File: src/rtl/serial_word_collector.sv
// Assembles LSB-first serial bits into 4-bit words and buffers them in a 2-entry FIFO.
// Outputs are registered; a full FIFO with no pop drops the new word and sets sticky overflow.
module serial_word_collector (
  input  logic       clk,
  input  logic       reset,
  input  logic       serial_in,
  input  logic       serial_valid,
  input  logic       start,
  output logic [3:0] data_out,
  output logic       data_valid,
  input  logic       data_ready,
  output logic       overflow,
  output logic       busy
);

  typedef enum logic {IDLE, COLLECT} state_t;

  state_t          state_q, state_d;
  logic [1:0]      bit_cnt_q, bit_cnt_d;
  logic [3:0]      asm_reg_q, asm_reg_d;
  logic [1:0][3:0] mem_q, mem_d;
  logic            rd_ptr_q, rd_ptr_d;
  logic            wr_ptr_q, wr_ptr_d;
  logic [1:0]      count_q, count_d;
  logic            overflow_q, overflow_d;
  logic [3:0]      data_out_q, data_out_d;
  logic            data_valid_q, data_valid_d;
  logic            busy_q, busy_d;

  logic            push;
  logic            push_ok;
  logic            pop;
  logic [3:0]      push_word;

  always_comb begin
    state_d      = state_q;
    bit_cnt_d    = bit_cnt_q;
    asm_reg_d    = asm_reg_q;
    mem_d        = mem_q;
    rd_ptr_d     = rd_ptr_q;
    wr_ptr_d     = wr_ptr_q;
    overflow_d   = overflow_q;
    push         = 1'b0;
    push_ok      = 1'b0;
    push_word    = {serial_in, asm_reg_q[2:0]};
    pop          = data_valid_q & data_ready;

    // A start bit always begins a fresh word, abandoning any partial one.
    if (serial_valid) begin
      if (start) begin
        asm_reg_d = {3'b000, serial_in};
        bit_cnt_d = 2'd1;
        state_d   = COLLECT;
      end else if (state_q == COLLECT) begin
        asm_reg_d[bit_cnt_q] = serial_in;
        bit_cnt_d            = bit_cnt_q + 2'd1;
        push                 = (bit_cnt_q == 2'd3);
      end
    end

    if (pop) begin
      rd_ptr_d = ~rd_ptr_q;
    end

    // When full, a concurrent pop frees exactly the slot wr_ptr points at.
    if (push) begin
      if ((count_q != 2'd2) || pop) begin
        push_ok         = 1'b1;
        mem_d[wr_ptr_q] = push_word;
        wr_ptr_d        = ~wr_ptr_q;
      end else begin
        overflow_d = 1'b1;
      end
    end

    count_d      = count_q + {1'b0, push_ok} - {1'b0, pop};
    data_valid_d = (count_d != 2'd0);
    data_out_d   = data_valid_d ? mem_d[rd_ptr_d] : 4'b0000;
    busy_d       = (state_d == COLLECT) && (bit_cnt_d != 2'd0);
  end

  always_ff @(posedge clk) begin
    if (reset) begin
      state_q      <= IDLE;
      bit_cnt_q    <= 2'd0;
      asm_reg_q    <= 4'b0000;
      mem_q        <= '0;
      rd_ptr_q     <= 1'b0;
      wr_ptr_q     <= 1'b0;
      count_q      <= 2'd0;
      overflow_q   <= 1'b0;
      data_out_q   <= 4'b0000;
      data_valid_q <= 1'b0;
      busy_q       <= 1'b0;
    end else begin
      state_q      <= state_d;
      bit_cnt_q    <= bit_cnt_d;
      asm_reg_q    <= asm_reg_d;
      mem_q        <= mem_d;
      rd_ptr_q     <= rd_ptr_d;
      wr_ptr_q     <= wr_ptr_d;
      count_q      <= count_d;
      overflow_q   <= overflow_d;
      data_out_q   <= data_out_d;
      data_valid_q <= data_valid_d;
      busy_q       <= busy_d;
    end
  end

  assign data_out   = data_out_q;
  assign data_valid = data_valid_q;
  assign overflow   = overflow_q;
  assign busy       = busy_q;

endmodule
File: config.mk
export PLATFORM = sky130hd
export DESIGN_NAME = serial_word_collector
export DESIGN_NICKNAME = d
export VERILOG_FILES = /design/src/rtl/serial_word_collector.sv
export SDC_FILE = /design/constraint.sdc
export NUM_CORES = 1
export LEC_CHECK = 0
export ABC_CLOCK_PERIOD_IN_PS = 6300
export CORE_MARGIN = 1
export CORE_UTILIZATION = 50
export DETAILED_ROUTE_END_ITERATION = 6
export GPL_TIMING_DRIVEN = 1
export HOLD_SLACK_MARGIN = 0.06
export PLACE_DENSITY = 0.81
export SLEW_MARGIN = 20
export SYNTH_ARGS = -nofsm -noshare
export SYNTH_HDL_FRONTEND = slang
export SYNTH_SLANG_ARGS = --single-unit
File: constraint.sdc
create_clock -name clk -period 6.3 [get_ports clk]
set_input_delay 1.26 -clock clk [delete_from_list [all_inputs] [get_ports clk]]
set_output_delay 1.26 -clock clk [all_outputs]
set_load 0.1 [all_outputs]
==> results.md <==
* Clock input transition at the sequential cells of the worst setup and hold paths at 140 ps
* Min-Delay Path Class: flop to flop
* Clock buffer count from CTS at 3
* Antenna viol nets, final at 0
* Library cell with the largest summed area after synthesis: dfxtp_1
* Number of failing hold endpoints at the final stage at 0
* Antenna diode count at 0
* CP Capture Type: flop
* Instance count of the mapped netlist at 117
* Post-cts hold buffer count at 0
* Area of the die at 2430 µm²
* Slowest cell on the critical path: clkdlybuf4s50_1
* Initial drt markers at 15
* Initial antenna violation count at 0
* Setup Crit Path Kind: input pin to flop
* GRT Residual Overflow at 0
* Final setup skew at 6.50 ps
* Leakage power of the design at 0.000496 µW
* Ordered list of cells on the worst path: clkdlybuf4s50_1, and4b_2, o21ai_0, ha_1, inv_1, ha_1, xnor3_1, nor2_1, nor2_1, a221oi_1
* TritonCTS clock tree: done
* Total of warnings raised by yosys at 0
* Area contributors post-synth: dfxtp_1 (45%), ha_1 (6.7%), a21oi_1 (6.3%), mux2i_1 (4.5%), nor2_1 (4.4%)
* Wire per inst at 13.9 µm
* Kind of start point of the critical path: input pin
* Overall via count from detail_route at 844
* Clock root cell: clkbuf_4
* Effective utilization at floorplan at 0.548
* Highest cell delay on the worst timing path at 640 ps
* Wire length of the first global-routing pass at 3670 µm
* Setup repair after global routing missed its margin: no
* Core region area at 2040 µm²
* Number of pins with negative max-slew slack in the final report at 0
* Area share of the largest cell type after synthesis at 0.447
* Routability Congestion at 0.869
* Power per Cell Area at 205 nW/µm²
* Max Fclk at 293 MHz
* Post-layout worst setup margin at 2890 ps
* Worst slew margin at 0.353
* Deepest level of the CTS H-tree at 1
* Number of global-route vias before repair at 818
* Highest fanout seen on the critical path at 8
* Required arrival time at the worst endpoint at 6470 ps
* DR pass1 iterations at 4
* Number of nets in the finished design at 141
* I/O Buffers at 12
* Final number of setup-violating endpoints at 0
* Max rail drop VDD at 0.000193 V
* Placement row count at 16
* Synth-to-layout area growth at 13.2%
* Share of layout cells above drive strength 1 at 0.0703
* Number of distinct library cells after synthesis at 29
* Mean number of vias per cell at 5.45
* Post-synthesis sequential element count at 25
* Post-Syn Area at 1120 µm²
* Number of sinks handled by clock tree synthesis at 25
* Clock latency at the later pin of the worst-skew pair at 320 ps
* Placement Setup Slack at 2530 ps
* Share of the core filled with cells at 0.621
* Pin slew with the least headroom to its limit at 968 ps
* Final-layout setup total negative slack at 0 ps
* Count of instances resized after the clock tree is built at 0
* Run status: completed
* Maximum root-to-sink buffer count at 2
* Mapped Avg Cell Area at 9.57 µm²
* Overall power after layout at 259 µW
* Horizontal die dimension at 49.3 µm
* Overall Global Routing Usage at 0.199
* Arrival time at the worst endpoint at 3580 ps
* Cell area after layout at 1270 µm²
* Period minus WS final at 3410 ps
* Die H at 49.3 µm
* Sequential cell area fraction in the yosys report at 0.447
* Count of buffers added by post-CTS timing repair for setup at 0
* Count of cells along the worst hold path at 2
* Number of max-capacitance violations reported at 0
* Largest net degree at the start of global routing at 20
* DRC Markers at 0
* Share of the clock period used by the worst path after layout at 0.541
* Area post-placement at 1240 µm²
* Net count after synthesis at 129
* Number of cells traversed by the worst register-to-register path at 10
* DPL Wire Length at 1500 µm
* Number of top-level design ports at 13
* Routed Wire Length at 2160 µm
[critical path: cells and delay by family]
family,cells,cell delay (ps)
buffers and inverters,2,680
AOI/OAI and AO/OA,2,270
xor gates and xnor gates,1,200
and+or+nand+nor,3,700
adders and majority gates,2,500
[cell usage after synthesis, drive strengths merged]
cell,number
a211oi,7
a21o,1
a21oi,14
a221oi,3
a31oi,1
and4b,1
buf,4
clkbuf,1
dfxtp,25
ha,6
inv,7
mux2i,5
nand2,11
nand2b,2
nand3,3
nand4b,1
nor2,13
nor2b,2
o2111a,1
o211ai,1
o21a,1
o21ai,3
or3,1
xnor2,2
xnor3,1
[final timing paths]
path                                              start                     end  slack [ps]
worst max register to register  bit_cnt_q[1]$_SDFF_PP0_  data_out[2]$_SDFF_PP0_        3820
worst min register to register      mem_q[4]$_SDFF_PP0_     mem_q[4]$_SDFF_PP0_         480
worst max-delay path                       serial_valid  data_out[2]$_SDFF_PP0_        2890
worst min-delay path                mem_q[4]$_SDFF_PP0_     mem_q[4]$_SDFF_PP0_         480
[logic make-up after synthesis]
kind of cell / count (synthesis) / synth area share
DFF: 25 / 0.447
buffers and inverters: 12 / 0.0536
and+or+nand+nor: 34 / 0.153
AOI/OAI and AO/OA: 32 / 0.199
adders and majority gates: 6 / 0.0670
xor gates and xnor gates: 3 / 0.0358
muxes: 5 / 0.0447
[metal layers]
metal | vias up | track usage | part of all wire
met2 | 16 | 0.338 | 0.49
met5 | - | 0 | 0
met3 | 2 | 0.0561 | 0.037
met1 | 393 | 0.243 | 0.47
met4 | 0 | 0.0539 | 0.0070
li1 | 433 | - | -
[cell usage in the layout (no fill, tap or decap), drive strengths merged, types with 2 or more instances in the layout]
master	instances
a211oi	7
a21oi	14
a221oi	3
clkbuf	3
clkdlybuf4s50	12
dfxtp	25
ha	6
inv	7
mux2i	5
nand2	11
nand2b	2
nand3	3
nor2	13
nor2b	2
o21ai	3
xnor2	2
[stage by stage]
| stage | std cells | hold slack (ps) |
|---|---|---|
| after floorplan | 117 | 444 |
| after global placement | 151 | 456 |
| after detailed placement | 151 | 461 |
| after CTS | 155 | 479 |
| after global routing | 155 | 506 |
| final | 155 | 480 |
[flip-flops by register name, indices dropped and copies added (netlist names)]
register    cells
wr_ptr_q        1
bit_cnt_q       2
overflow        1
busy            1
data_valid      1
count_q         2
data_out        4
state_q         1
rd_ptr_q        1
mem_q           8
asm_reg_q       3
[power by group]
part           switching (µW)  internal [µW]
clock network            47.6           23.8
registers                2.85            161
logic                    15.4           9.15
total                    65.8            194
[area by class of cell]
type	instances	area [µm²]
fill	184	774
clock inverter	1	5.00
inverter	7	26.3
clock buffer	3	22.5
multi-input combinational	80	559
sequential	25	500
timing repair buffer	12	120
tap	27	33.8
Note: power is estimated with default switching activity, not from simulation.
